File: src/rtl/hp_burst_master.sv
// AXI3 burst master for the Zynq HP ports: one read or write burst (1-16 beats)
// at a time, stream-side data ports and one status record per command.
module hp_burst_master #(
    parameter int DATA_WIDTH = 32,
    parameter int STRB_WIDTH = DATA_WIDTH / 8,
    parameter bit CHECK_4K   = 1'b1
) (
    input  logic                  i_clock,
    input  logic                  i_reset_n,
    // command
    input  logic                  i_cmd_valid,
    output logic                  o_cmd_ready,
    input  logic                  i_cmd_write,
    input  logic [31:0]           i_cmd_addr,
    input  logic [3:0]            i_cmd_len,
    input  logic [5:0]            i_cmd_id,
    input  logic [3:0]            i_cfg_cache,
    input  logic [2:0]            i_cfg_prot,
    // write-data stream
    input  logic                  i_wr_valid,
    output logic                  o_wr_ready,
    input  logic [DATA_WIDTH-1:0] i_wr_data,
    // read-data stream
    output logic                  o_rd_valid,
    input  logic                  i_rd_ready,
    output logic [DATA_WIDTH-1:0] o_rd_data,
    output logic                  o_rd_last,
    // status stream
    output logic                  o_st_valid,
    input  logic                  i_st_ready,
    output logic                  o_st_write,
    output logic [5:0]            o_st_id,
    output logic [1:0]            o_st_resp,
    output logic [1:0]            o_st_err,
    // AXI3 read address
    output logic [31:0]           o_araddr,
    output logic [3:0]            o_arlen,
    output logic [2:0]            o_arsize,
    output logic [1:0]            o_arburst,
    output logic [1:0]            o_arlock,
    output logic [3:0]            o_arcache,
    output logic [2:0]            o_arprot,
    output logic [3:0]            o_arqos,
    output logic [5:0]            o_arid,
    output logic                  o_arvalid,
    input  logic                  i_arready,
    // AXI3 write address
    output logic [31:0]           o_awaddr,
    output logic [3:0]            o_awlen,
    output logic [2:0]            o_awsize,
    output logic [1:0]            o_awburst,
    output logic [1:0]            o_awlock,
    output logic [3:0]            o_awcache,
    output logic [2:0]            o_awprot,
    output logic [3:0]            o_awqos,
    output logic [5:0]            o_awid,
    output logic                  o_awvalid,
    input  logic                  i_awready,
    // AXI3 write data
    output logic [5:0]            o_wid,
    output logic [DATA_WIDTH-1:0] o_wdata,
    output logic [STRB_WIDTH-1:0] o_wstrb,
    output logic                  o_wlast,
    output logic                  o_wvalid,
    input  logic                  i_wready,
    // AXI3 write response
    input  logic [5:0]            i_bid,
    input  logic [1:0]            i_bresp,
    input  logic                  i_bvalid,
    output logic                  o_bready,
    // AXI3 read data
    input  logic [5:0]            i_rid,
    input  logic [DATA_WIDTH-1:0] i_rdata,
    input  logic [1:0]            i_rresp,
    input  logic                  i_rlast,
    input  logic                  i_rvalid,
    output logic                  o_rready
);

    // state   | meaning
    // IDLE    | cmd_ready high, waiting for a command
    // ADDR    | ar/awvalid held until the slave accepts the address
    // WDATA   | write beats passed through from the wr stream
    // WRESP   | bready high, waiting for the write response
    // RDATA   | read beats passed through to the rd stream
    // STATUS  | completion record held until st_ready
    typedef enum logic [2:0] {
        S_IDLE,
        S_ADDR,
        S_WDATA,
        S_WRESP,
        S_RDATA,
        S_STATUS
    } state_t;

    localparam int SIZE = $clog2(STRB_WIDTH);

    state_t      r_state;
    logic        r_cmd_ready;
    logic        r_awvalid;
    logic        r_arvalid;
    logic        r_bready;
    logic        r_st_valid;
    logic        r_write;
    logic [31:0] r_addr;
    logic [3:0]  r_len;
    logic [5:0]  r_id;
    logic [3:0]  r_cnt;
    logic [1:0]  r_resp;
    logic [1:0]  r_err;

    logic [31:0] w_cmd_addr;
    logic [12:0] w_span;
    logic [12:0] w_end;
    logic        w_cross;
    logic        w_at_len;
    logic        w_in_wdata;
    logic        w_in_rdata;
    logic        w_unused;

    assign w_cmd_addr = {i_cmd_addr[31:SIZE], {SIZE{1'b0}}};
    assign w_span     = (13'(i_cmd_len) + 13'd1) << SIZE;
    assign w_end      = {1'b0, w_cmd_addr[11:0]} + w_span;
    assign w_cross    = CHECK_4K && (w_end > 13'd4096);
    assign w_at_len   = (r_cnt == r_len);
    assign w_in_wdata = (r_state == S_WDATA);
    assign w_in_rdata = (r_state == S_RDATA);
    assign w_unused   = &{1'b0, i_rid, i_cmd_addr[SIZE-1:0]};

    always_ff @(posedge i_clock or negedge i_reset_n) begin
        if (!i_reset_n) begin
            r_state     <= S_IDLE;
            r_cmd_ready <= 1'b0;
            r_awvalid   <= 1'b0;
            r_arvalid   <= 1'b0;
            r_bready    <= 1'b0;
            r_st_valid  <= 1'b0;
            r_write     <= 1'b0;
            r_addr      <= '0;
            r_len       <= '0;
            r_id        <= '0;
            r_cnt       <= '0;
            r_resp      <= '0;
            r_err       <= '0;
        end else begin
            unique case (r_state)
                S_IDLE: begin
                    if (r_cmd_ready && i_cmd_valid) begin
                        r_cmd_ready <= 1'b0;
                        r_write     <= i_cmd_write;
                        r_addr      <= w_cmd_addr;
                        r_len       <= i_cmd_len;
                        r_id        <= i_cmd_id;
                        r_cnt       <= '0;
                        // a 4 KB crossing is reported without touching the bus
                        if (w_cross) begin
                            r_resp     <= 2'b10;
                            r_err      <= 2'b10;
                            r_st_valid <= 1'b1;
                            r_state    <= S_STATUS;
                        end else begin
                            r_resp    <= 2'b00;
                            r_err     <= 2'b00;
                            r_awvalid <= i_cmd_write;
                            r_arvalid <= !i_cmd_write;
                            r_state   <= S_ADDR;
                        end
                    end else begin
                        r_cmd_ready <= 1'b1;
                    end
                end
                S_ADDR: begin
                    if (r_awvalid && i_awready) begin
                        r_awvalid <= 1'b0;
                        r_state   <= S_WDATA;
                    end else if (r_arvalid && i_arready) begin
                        r_arvalid <= 1'b0;
                        r_state   <= S_RDATA;
                    end
                end
                S_WDATA: begin
                    if (i_wr_valid && i_wready) begin
                        if (w_at_len) begin
                            r_cnt    <= '0;
                            r_bready <= 1'b1;
                            r_state  <= S_WRESP;
                        end else begin
                            r_cnt <= r_cnt + 4'd1;
                        end
                    end
                end
                S_WRESP: begin
                    if (i_bvalid) begin
                        r_resp <= i_bresp;
                        if (i_bid != r_id)
                            r_err[0] <= 1'b1;
                        r_bready   <= 1'b0;
                        r_st_valid <= 1'b1;
                        r_state    <= S_STATUS;
                    end
                end
                S_RDATA: begin
                    if (i_rvalid && i_rd_ready) begin
                        if (i_rresp > r_resp)
                            r_resp <= i_rresp;
                        // the beat count, not rlast, decides where the burst ends
                        if (i_rlast != w_at_len)
                            r_err[0] <= 1'b1;
                        if (w_at_len) begin
                            r_cnt      <= '0;
                            r_st_valid <= 1'b1;
                            r_state    <= S_STATUS;
                        end else begin
                            r_cnt <= r_cnt + 4'd1;
                        end
                    end
                end
                S_STATUS: begin
                    if (i_st_ready) begin
                        r_st_valid <= 1'b0;
                        r_state    <= S_IDLE;
                    end
                end
                default: r_state <= S_IDLE;
            endcase
        end
    end

    assign o_cmd_ready = r_cmd_ready;

    assign o_araddr  = r_addr;
    assign o_arlen   = r_len;
    assign o_arsize  = 3'(SIZE);
    assign o_arburst = 2'b01;
    assign o_arlock  = 2'b00;
    assign o_arcache = i_cfg_cache;
    assign o_arprot  = i_cfg_prot;
    assign o_arqos   = 4'b0000;
    assign o_arid    = r_id;
    assign o_arvalid = r_arvalid;

    assign o_awaddr  = r_addr;
    assign o_awlen   = r_len;
    assign o_awsize  = 3'(SIZE);
    assign o_awburst = 2'b01;
    assign o_awlock  = 2'b00;
    assign o_awcache = i_cfg_cache;
    assign o_awprot  = i_cfg_prot;
    assign o_awqos   = 4'b0000;
    assign o_awid    = r_id;
    assign o_awvalid = r_awvalid;

    assign o_wid      = r_id;
    assign o_wdata    = w_in_wdata ? i_wr_data : '0;
    assign o_wstrb    = '1;
    assign o_wlast    = w_in_wdata && w_at_len;
    assign o_wvalid   = w_in_wdata && i_wr_valid;
    assign o_wr_ready = w_in_wdata && i_wready;

    assign o_bready = r_bready;

    assign o_rd_valid = w_in_rdata && i_rvalid;
    assign o_rd_data  = w_in_rdata ? i_rdata : '0;
    assign o_rd_last  = w_in_rdata && w_at_len;
    assign o_rready   = w_in_rdata && i_rd_ready;

    assign o_st_valid = r_st_valid;
    assign o_st_write = r_write;
    assign o_st_id    = r_id;
    assign o_st_resp  = r_resp;
    assign o_st_err   = r_err;

endmodule

File: config.mk
export PLATFORM = sky130hd
export DESIGN_NAME = hp_burst_master
export DESIGN_NICKNAME = d
export VERILOG_FILES = /design/src/rtl/hp_burst_master.sv
export SDC_FILE = /design/constraint.sdc
export NUM_CORES = 1
export LEC_CHECK = 0
export ABC_CLOCK_PERIOD_IN_PS = 1900
export BUFFER_PORTS_ARGS = -buffer_cell sky130_fd_sc_hd__buf_2
export CAP_MARGIN = 5
export CORE_AREA = 10 10 131 133
export CTS_CLUSTER_DIAMETER = 40
export DETAILED_ROUTE_END_ITERATION = 12
export DIE_AREA = 0 0 141 143
export MAX_ROUTING_LAYER = met4
export PLACE_DENSITY = 0.64
export SETUP_SLACK_MARGIN = 0.3
export SLEW_MARGIN = 20
export SYNTH_ARGS = -nofsm -noshare
export SYNTH_HDL_FRONTEND = slang
export SYNTH_SLANG_ARGS = --single-unit
File: constraint.sdc
create_clock -name i_clock -period 1.9 [get_ports i_clock]
set_clock_uncertainty 0.15 [all_clocks]
set_input_delay 0.19 -clock i_clock [delete_from_list [all_inputs] [get_ports i_clock]]
set_output_delay 0.19 -clock i_clock [all_outputs]
set_load 0.005 [all_outputs]
Word level (Yosys, flattened, before mapping)

Cells that the tools add are included.

Bits in registers: 57
Latch bits: 0
Memory bits (writable): 0
Memory bits (read-only): 0
Input bits: 142
Memories: 0

Add/sub/neg operators: 3
Multipliers: 0
Divide/modulo/power cells: 0
Magnitude comparators: 2
Eq/ne operators: 24
Shift operators: 0
Muxes and demuxes: 50
Bitwise logic cells: 0
Reductions and logical operators: 27

Operators by type and width:

| kind                   | count |
|---|---|
| $mux W32               | 2 |
| $mux W3                | 10 |
| $ne A2 B2 Y1 const B   | 11 |
| $mux W1                | 21 |
| $pmux W3 S6            | 1 |
| $mux W4                | 4 |
| $add A12 B7 Y13        | 1 |
| $gt A13 B13 Y1 const B | 1 |
| $pmux W4 S3            | 1 |
| $reduce_and A4 Y1      | 3 |
| $logic_and A1 B1 Y1    | 11 |
| $mux W2                | 5 |
| $reduce_and A5 Y1      | 2 |
| $ne A2 B1 Y1 const B   | 4 |
| $reduce_and A8 Y1      | 1 |
| $reduce_and A7 Y1      | 1 |
| $eq A3 B2 Y1 const B   | 2 |
| $eq A3 B3 Y1 const B   | 2 |
| $ne A6 B6 Y1           | 1 |
| $pmux W1 S2            | 3 |
| $pmux W2 S3            | 1 |
| $reduce_and A6 Y1      | 1 |
| $reduce_bool A3 Y1     | 2 |
| $add A4 B1 Y5 const B  | 1 |
| other kinds (13)       | 14 |

Logic depth before layout (Yosys ltp)

Gate-level depths: netlist of run 1.

Depth in word-level cells: 6
Depth in mapped cells: 9

Worst setup path after synthesis of run 1

No wires, ideal clock.

Path kind: input to register
Start: in i_cmd_len[0]
End: reg r_st_valid, in the netlist o_st_valid
Arrival time: 2.192 ns
Data required time: 1.604 ns
Setup slack: -0.588 ns
Stages: 9
Path through: ha_1 and3_1 ha_1 and3_1 a221oi_1 mux2i_1 nand4_1 o32ai_1 a41oi_1

Word-level cells in the longest chain between the ends: 5

RTL lines:

| element                            | line | text |
|---|---|---|
| from (decl)                        | 15   | `input logic [3:0] i_cmd_len,` |
| $add A4 B1 Y5                      | 122  | `assign w_span = (13'(i_cmd_len) + 13'd1) << SIZE;` |
| $add A12 B7 Y13                    | 123  | `assign w_end = {1'b0, w_cmd_addr[11:0]} + w_span;` |
| $gt A13 B13 Y1                     | 124  | `assign w_cross = CHECK_4K && (w_end > 13'd4096);` |
| $ne A2 B2 Y1 (no source line)      | --   |  |
| $reduce_and A7 Y1 (no source line) | --   |  |
| to (signal assigned)               | 137  | `r_st_valid <= 1'b0;` |
| to (signal assigned)               | 159  | `r_st_valid <= 1'b1;` |
| to (signal assigned)               | 198  | `r_st_valid <= 1'b1;` |
| to (decl)                          | 103  | `logic r_st_valid;` |

No other way between the ends.
A chain may end at the register's enable or synchronous reset.

Final worst setup path of run 1

Start: in i_cmd_len[1]
End: reg r_st_valid, in the netlist o_st_valid

The elaborated chain is that of the path after synthesis.

==> results of run 1 <==
[report_power, final]
part | switching [W] | internal, W | leakage, nW
Sequential | 0.000489 | 0.00174 | 0.708
Clock | 0.000618 | 0.00102 | 0.138
Combinational | 0.00278 | 0.00313 | 3.38
[routing by layer]
metal,track usage,routed length [um],up-vias
li1,-,-,2314
met1,0.180,7130,2229
met2,0.318,10600,188
met3,0.0494,1340,20
met4,0.0554,323,0
met5,-,0,-
[logic make-up after synthesis]
kind of cell	count (synthesis)	synth area share
other	2	0.00174
adder cells (fa/ha/maj)	11	0.0336
buffers and inverters	129	0.196
AND/OR/NAND/NOR	257	0.299
AO/OA/AOI/OAI	58	0.0958
XOR/XNOR	16	0.0324
flip-flops	57	0.330
multiplexers	5	0.0119
[critical path, cell delays in order]
cell      delay [ns]
buf_8           0.09
nand3_4         0.10
xnor2_4         0.21
ha_4            0.24
a21o_1          0.22
a221oi_4        0.32
buf_4           0.17
or3_1           0.16
nand3_4         0.14
o32ai_4         0.33
a41oi_2         0.05
[state kept, by name (all words and copies together) (netlist names), 2 cells and up]
signal	cells
o_araddr	30
r_state	3
o_arid	6
r_cnt	4
o_st_err	2
o_arlen	4
o_st_resp	2
[metrics by stage]
stage | util | power, W | setup TNS (ns) | hold slack (ns)
6_report | 0.528 | 0.00977 | -12.16 | 0.00899
3_5_place_dp | 0.407 | 0.00671 | -4.35 | 0.0758
2_1_floorplan | - | 0.00504 | -2.06 | -0.256
3_3_place_gp | 0.407 | 0.00667 | -4.13 | 0.0733
4_1_cts | 0.491 | 0.00921 | -10.52 | 0.00258
5_1_grt | 0.528 | 0.0104 | -22.43 | 0.0158
[layout by cell type, fill, tap and decap left out, types with 5 or more instances in the layout]
cell	netlist	routed
nand2_1	131	79
buf_6	0	22
o21ai_1	2	6
dlygate4sd3_1	0	36
buf_16	0	6
nand2_4	0	17
xor2_1	10	7
buf_12	0	7
a21oi_1	13	11
and2_1	68	68
nand2_2	0	35
ha_1	10	5
nor2_1	10	6
clkbuf_16	0	10
buf_4	96	53
buf_2	4	294
ha_4	0	5
dfrtp_1	57	55
a21o_1	5	5
nand3_1	14	10
conb_1	2	30
inv_1	11	11
[timing repair]
action | CTS | global route
pin swaps | 27 | 66
buffers inserted | 13 | 12
hold buffers | 36 | 0
hold endpoints to repair | 92 | 0
endpoints found under the setup margin | 126 | 127
cloned | 7 | 1
resized for setup | 64 | 103
[worst max path at each step]
stage,end,slack (ns),start
3_3_place_gp,o_st_resp[1],-0.70,i_cmd_len[1]
2_1_floorplan,o_st_resp[1],-0.37,i_cmd_len[0]
3_5_place_dp,o_st_resp[1],-0.73,i_cmd_len[1]
6_report,o_st_valid,-0.27,i_cmd_len[1]
5_1_grt,o_st_valid,-0.39,i_cmd_len[1]
4_1_cts,o_st_resp[1],-0.31,i_cmd_len[1]
[area by class of cell]
class | instances | area [um2] | area share
inverter | 11 | 41.3 | 0.00542
multi-input combinational | 377 | 2750 | 0.361
antenna | 3 | 7.51 | 0.000986
clock inverter | 7 | 78.8 | 0.0104
tap | 184 | 230 | 0.0302
timing repair buffer | 421 | 2860 | 0.375
clock buffer | 9 | 225 | 0.0296
sequential | 57 | 1430 | 0.188
==> flow_summary.ini, run 1 <==
[sta]
rsz0062_at_grt = yes
setup_viol = 108
hold_viol = 0
min_period_ns = 2.17
fmax_mhz = 460
finalWorstSetupSlack_ns = -0.275
timing.final.crit_share = 1.14
slew_viol_final = 0

[worst_setup_path]
cp_data_required_time_ns = 1.95
cp_max_fo = 4
rr_worst_depth = 7
r2r_slack_ns = -0.27
cp.arrival_ns = 2.22
worstSetupPathType = in2reg
reg2reg_from = o_arlen[0]
reg2reg_to = r_state[0]
start_kind = input pin
endpoint_kind = register

[status]
failed_checks = negative setup slack
outcome = finished, violations left

[synth]
syn-cell-area_um2 = 4330
synth_edf_count = 0
synth-main-ff-cell = dfrtp_1
ys_seq_area_frac = 0.330
ys_ff_latch = 57
yosys-top-cells-count = nand2_1 (131), buf_4 (96), and2_1 (68), dfrtp_1 (57), clkbuf_1 (17)
yosysTopAreaCellShare = 0.330
ys_warn_count = 0
avgSynthCellArea_um2 = 8.08
yosysTopAreaCell = dfrtp_1
syn_inst = 535
yosysUniqueCellTypes = 56
synth_area_leaders = dfrtp_1 (33%), buf_4 (17%), nand2_1 (11%)
synth_most_common_cell = nand2_1
synthArstFlopShare = 1.00

[final_layout]
nFillCells = 1291
finalNetCount = 1030
final_layout_size_suffix_gt1_frac = 0.580
area_delta_synth_final_pct = 76.0
stdcell_area_um2 = 7610
final_cells = 1069

[power_and_ir_drop]
ir_worst_vdd_mv = 0.561
cellPowerDensity_nw_per_um2 = 1280
p_leak_nw = 4.23

[detailed_routing]
vias = 4751
firstDrtPassIters = 4
wl_per_cell_um = 18.1
dr.first_iter.drc_count = 235
drc = 0
wl_um = 19400
ant_nets = 0
vias_per_cell = 4.44

[global_routing]
grt_use_total = 0.176
grt_pass1_vias = 4920
antenna_found_initial = 3
grt_max_degree = 58
grt-ovfl-total = 0
grt_pass1_wl_um = 27400

[clocking]
numCtsBuffers = 9
clk_pin_slew_worst_paths_ns = 0.05
clk_latency_ns = 0.33
htreeDepth = 3
clock-root-buffer = clkbuf_16
clockBufferDepth = 2
cts_sinks = 57
tritoncts = built

[placement]
place.gp.congestion = 0.816
place_area_um2 = 5870
io_buffers = 298
pre_cts_slack_ns = -0.732
dp.cells = 981
place_hpwl_um = 13700

[floorplan]
die_area_um2 = 20200
rows = 44
ios = 358
dieHeight_um = 143
fp.dieW_um = 141
start_util = 0.300
core-area_um2 = 14400

[min_path]
holdPathStages = 3
min-delay-path-class = in2reg
hold_start = i_cmd_addr[8]
hold_end = o_araddr[8]

[job]
maxCapViolCount = 0
No activity file was read; power rests on OpenSTA's default activity.
==> run 2: changes to the inputs <==
CELL_PAD_IN_SITES_DETAIL_PLACEMENT = 1   (was default)
CELL_PAD_IN_SITES_GLOBAL_PLACEMENT = 1   (was default)
CORE_AREA = default   (was 10 10 131 133)
CORE_MARGIN = 10   (was default)
CORE_UTILIZATION = 23   (was default)
DIE_AREA = default   (was 0 0 141 143)
PLACE_DENSITY = 0.73   (was 0.64)
REMOVE_ABC_BUFFERS = 1   (was default)
==> run 2 against run 1 <==
  * The run still ends with negative setup slack left
  * Register-to-register slack better by 0.03 ns
  * Hold slack got worse by 0.0048 ns
  * Power shrank 2.0%
  * Combinational power decreased by 2%
  * Sequential power about the same
  * Clock power down 5%
  * Critical path type unchanged
  * Routed wire length increased by 15%
  * Setup slack got worse by 0.19 ns
  * First-iteration DRC count down 38%
  * Sequential share of layout area barely moved
==> flow_summary.ini, run 2 (synthesis gave the netlist of run 1 again) <==
[sta]
hold_viol = 0
slew_viol_final = 0
finalWorstSetupSlack_ns = -0.463
tns_ns = -11.64
timing.final.crit_share = 1.24
setup_viol = 84
maxSlewHeadroom = 0.633
min_period_ns = 2.36
rsz0062_at_grt = yes
fmax_mhz = 423
tightestPinTransition_ns = 0.550

[detailed_routing]
ant_nets = 0
vias = 4955
firstDrtPassIters = 4
wl_per_cell_um = 19.8
routed.top_layer = met4
met1Wirelength_um = 8480
route.met2.wl_um = 11600
met3_length_um = 1870
dr.first_iter.drc_count = 146
vias_per_cell = 4.40
drc = 0
wl_um = 22300

[final_layout]
final_cells = 1126
final_cell_mix = buf_2 (294), nand2_1 (76), and2_1 (68)
finalNetCount = 1035
final_layout_size_suffix_gt1_frac = 0.573
nFillCells = 2254
largest_register_ffs = 30
area_delta_synth_final_pct = 75.6
final_common_cell = buf_2

[worst_setup_path]
cp_max_fo = 4
start_kind = input pin
worstSetupPathType = in2reg
cp_data_required_time_ns = 1.93
cp.arrival_ns = 2.40
endpoint_kind = register

[power_and_ir_drop]
p_leak_nw = 4.23
cellPowerDensity_nw_per_um2 = 1260
ir_worst_vdd_mv = 0.602

[clocking]
clk_pin_slew_worst_paths_ns = 0.05
clockBufferDepth = 2
numCtsBuffers = 9
tritoncts = built
clk_latency_ns = 0.34
clock-root-buffer = clkbuf_16
htreeDepth = 3
cts_sinks = 57

[floorplan]
die_area_um2 = 24700
dieHeight_um = 157
ios = 358
fp.dieW_um = 157
start_util = 0.233
rows = 50
core-area_um2 = 18600

[global_routing]
antenna_found_initial = 4
grt_use_total = 0.168
grt_pass1_vias = 5453
grt-ovfl-total = 0
grt_max_degree = 29
grt_pass1_wl_um = 31500

[placement]
place.gp.congestion = 0.848
io_buffers = 298
dp.cells = 1037
place_hpwl_um = 16100

[status]
failed_checks = negative setup slack
outcome = finished, violations left

[job]
maxCapViolCount = 0

[min_path]
min-delay-path-class = in2reg
## run 2: layout make-up
cell class              count  area [um2]  share of cell area
diodes                      5        12.5             0.00165
clock buffers              11         253              0.0333
clock inverters             5        30.0             0.00395
inverters                  11        41.3             0.00543
multi-input cells         377        2660               0.349
flip-flops and latches     57        1430               0.188
well taps                 234         293              0.0385
repair buffers            426        2890               0.380
## run 2: critical path: stages
cell and delay, ns:
buf_8 0.09, nand3_4 0.12, xnor2_4 0.19, buf_6 0.14, ha_4 0.16, a21o_1 0.18
a221oi_4 0.29, buf_6 0.15, mux2i_2 0.20, nand4_1 0.26, o32ai_2 0.34, a41oi_1 0.09
## run 2: path summary, 6_finish.rpt
path,from,endpoint,slack [ns],depth (start not counted)
worst max-delay path,i_cmd_len[1],o_st_valid,-0.46,12
worst max register to register,r_state[2],r_state[0],-0.24,6
worst min-delay path,i_cmd_addr[8],o_araddr[8],0.004,3
max in group asynchronous,i_reset_n,o_arid[0],0.76,3
min in group asynchronous,i_reset_n,o_araddr[20],0.24,2
worst min register to register,o_st_write,o_st_write,0.34,1
## run 2: power by group
| part | internal [W] | switching (W) | total [W] |
|---|---|---|---|
| registers | 0.00174 | 0.000478 | 0.00222 |
| clock network | 0.000946 | 0.000614 | 0.00156 |
| logic | 0.00300 | 0.00280 | 0.00580 |
## run 2: stage by stage
stage	hold WS, ns	utilization	cell area (um2)	total power, W	setup slack, ns
2_1_floorplan	-0.256	-	3620	0.00407	-1.34
3_3_place_gp	0.0436	0.318	5910	0.00666	-0.907
3_5_place_dp	0.0575	0.318	5910	0.00678	-0.971
4_1_cts	-0.0784	0.386	7170	0.00917	-0.430
5_1_grt	0.0180	0.409	7590	0.0103	-0.482
6_report	0.00422	0.409	7600	0.00957	-0.463
## run 2: layer usage
| metal | up-vias | global-route usage |
|---|---|---|
| li1 | 2323 | - |
| met3 | 20 | 0.0535 |
| met1 | 2361 | 0.172 |
| met5 | - | - |
| met4 | 0 | 0.0472 |
| met2 | 251 | 0.305 |
## run 2: repair_timing
action	in CTS	in global routing
endpoints found under the setup margin	127	127
pin swaps	67	39
setup buffers	14	8
cloned	7	2
hold buffers	36	1
resized for setup	104	63
hold endpoints to repair	54	1
==> run 3: changes to the inputs <==
MAX_ROUTING_LAYER = default   (was met4)
==> run 3 against run 2 <==
  * The flow still finishes with violations (negative setup slack)
  * Clock-buffer cell count is the same
  * Setup slack better by 0.045 ns
  * Global-route usage shrank 0.44 points
  * Die area unchanged
  * Sequential power barely moved
  * Cell area grew 12%
  * Power up 12%
  * Critical path type unchanged
  * Largest power group unchanged
==> flow_summary.ini, run 3 (synthesis gave the netlist of run 1 again) <==
[status]
outcome = finished, violations left
failed_checks = negative setup slack

[worst_setup_path]
start_kind = input pin
endpoint_kind = register
cp_data_required_time_ns = 1.95
cp.arrival_ns = 2.37
rr_worst_depth = 6
worstSetupPathType = in2reg
cp_max_fo = 4

[final_layout]
final_cell_mix = buf_2 (229), buf_6 (101), nand2_1 (74)
final_common_cell = buf_2
area_delta_synth_final_pct = 96.7
final_cells = 1140
finalNetCount = 1050
largest_register_ffs = 30
final_layout_size_suffix_gt1_frac = 0.666

[clocking]
clk_pin_slew_worst_paths_ns = 0.05
cts_sinks = 57
numCtsBuffers = 9
htreeDepth = 3
tritoncts = built
clockBufferDepth = 2
clk_latency_ns = 0.34
clock-root-buffer = clkbuf_16

[sta]
hold_viol = 0
finalWorstSetupSlack_ns = -0.418
fmax_mhz = 431
whs_ns = 0.00338
setup_viol = 82
tightestPinTransition_ns = 0.541
rsz0062_at_grt = yes
maxSlewHeadroom = 0.639
timing.final.crit_share = 1.22
min_period_ns = 2.32
slew_viol_final = 0

[detailed_routing]
dr.first_iter.drc_count = 172
vias_per_cell = 4.51
firstDrtPassIters = 4
ant_nets = 0
wl_um = 24100
vias = 5142
drc = 0
wl_per_cell_um = 21.1

[global_routing]
grt_pass1_vias = 5449
grt_use_total = 0.164
grt-ovfl-total = 0
grt_max_degree = 29
grt_pass1_wl_um = 31500
antenna_found_initial = 4

[placement]
dp.cells = 1037
place.gp.congestion = 0.835
io_buffers = 298
place_hpwl_um = 16100

[floorplan]
core-area_um2 = 18600
die_area_um2 = 24700
rows = 50
dieHeight_um = 157
ios = 358
fp.dieW_um = 157
start_util = 0.233

[power_and_ir_drop]
cellPowerDensity_nw_per_um2 = 1260
ir_worst_vdd_mv = 0.603
p_leak_nw = 4.50

[min_path]
holdPathStages = 3
min-delay-path-class = in2reg

[job]
maxCapViolCount = 0
[run 3: critical path, cell delays in order]
cell and delay [ns]:
buf_8 0.11, ha_4 0.16, xor2_2 0.15, ha_1 0.22
a21o_1 0.23, a221oi_4 0.29, buf_6 0.15, mux2i_2 0.20
nand4_1 0.25, o21ai_2 0.28, o221ai_1 0.14
[run 3: per-stage QoR]
| stage | TNS (ns) | worst slack [ns] | total power, W | utilization | area (um2) |
|---|---|---|---|---|---|
| 5_1_grt | -19.46 | -0.480 | 0.0114 | 0.457 | 8500 |
| 3_5_place_dp | -5.67 | -0.971 | 0.00678 | 0.318 | 5910 |
| 3_3_place_gp | -5.20 | -0.907 | 0.00666 | 0.318 | 5910 |
| 6_report | -13.35 | -0.418 | 0.0107 | 0.458 | 8510 |
| 2_1_floorplan | -90.78 | -1.34 | 0.00407 | - | 3620 |
| 4_1_cts | -13.93 | -0.430 | 0.00917 | 0.386 | 7170 |
[run 3: routing by layer]
layer,vias to the layer above,track usage,routed length (um)
met5,-,0,20
met4,2,0.0459,721
met3,40,0.0671,2230
met2,274,0.304,12500
met1,2473,0.165,8620
li1,2353,-,-
[run 3: area by class of cell]
type / instances / area, um2
clock buffers: 11 / 253
well taps: 234 / 293
multi-input cells: 377 / 2900
fillers: 2136 / 10100
clock inverters: 5 / 30.0
repair buffers: 441 / 3550
diodes: 4 / 10.0
flip-flops and latches: 57 / 1430
inverters: 11 / 41.3
[run 3: worst paths after layout]
| check | start | end | slack [ns] |
|---|---|---|---|
| max | i_cmd_len[1] | o_st_resp[1] | -0.42 |
| min | i_cmd_addr[8] | o_araddr[8] | 0.003 |
| max reg2reg | o_arlen[2] | r_state[0] | -0.23 |
| min reg2reg | o_st_write | o_st_write | 0.33 |
| max in group asynchronous | i_reset_n | r_state[0] | 0.76 |
| min in group asynchronous | i_reset_n | o_araddr[2] | 0.24 |
[run 3: where the power goes]
part	leakage [nW]	switching [W]	total, W	internal [W]
registers	0.707	0.000485	0.00223	0.00174
clock network	0.137	0.000615	0.00156	0.000946
logic	3.65	0.00315	0.00690	0.00375
[run 3: repair_timing]
action                     4_1_cts  5_1_grt
setup endpoints to repair      127      127
gates cloned                     7        7
hold buffers                    36        1
setup buffers                   14       18
hold endpoints to repair        54        1
pin swaps                       67      108
gates resized for setup        104      241
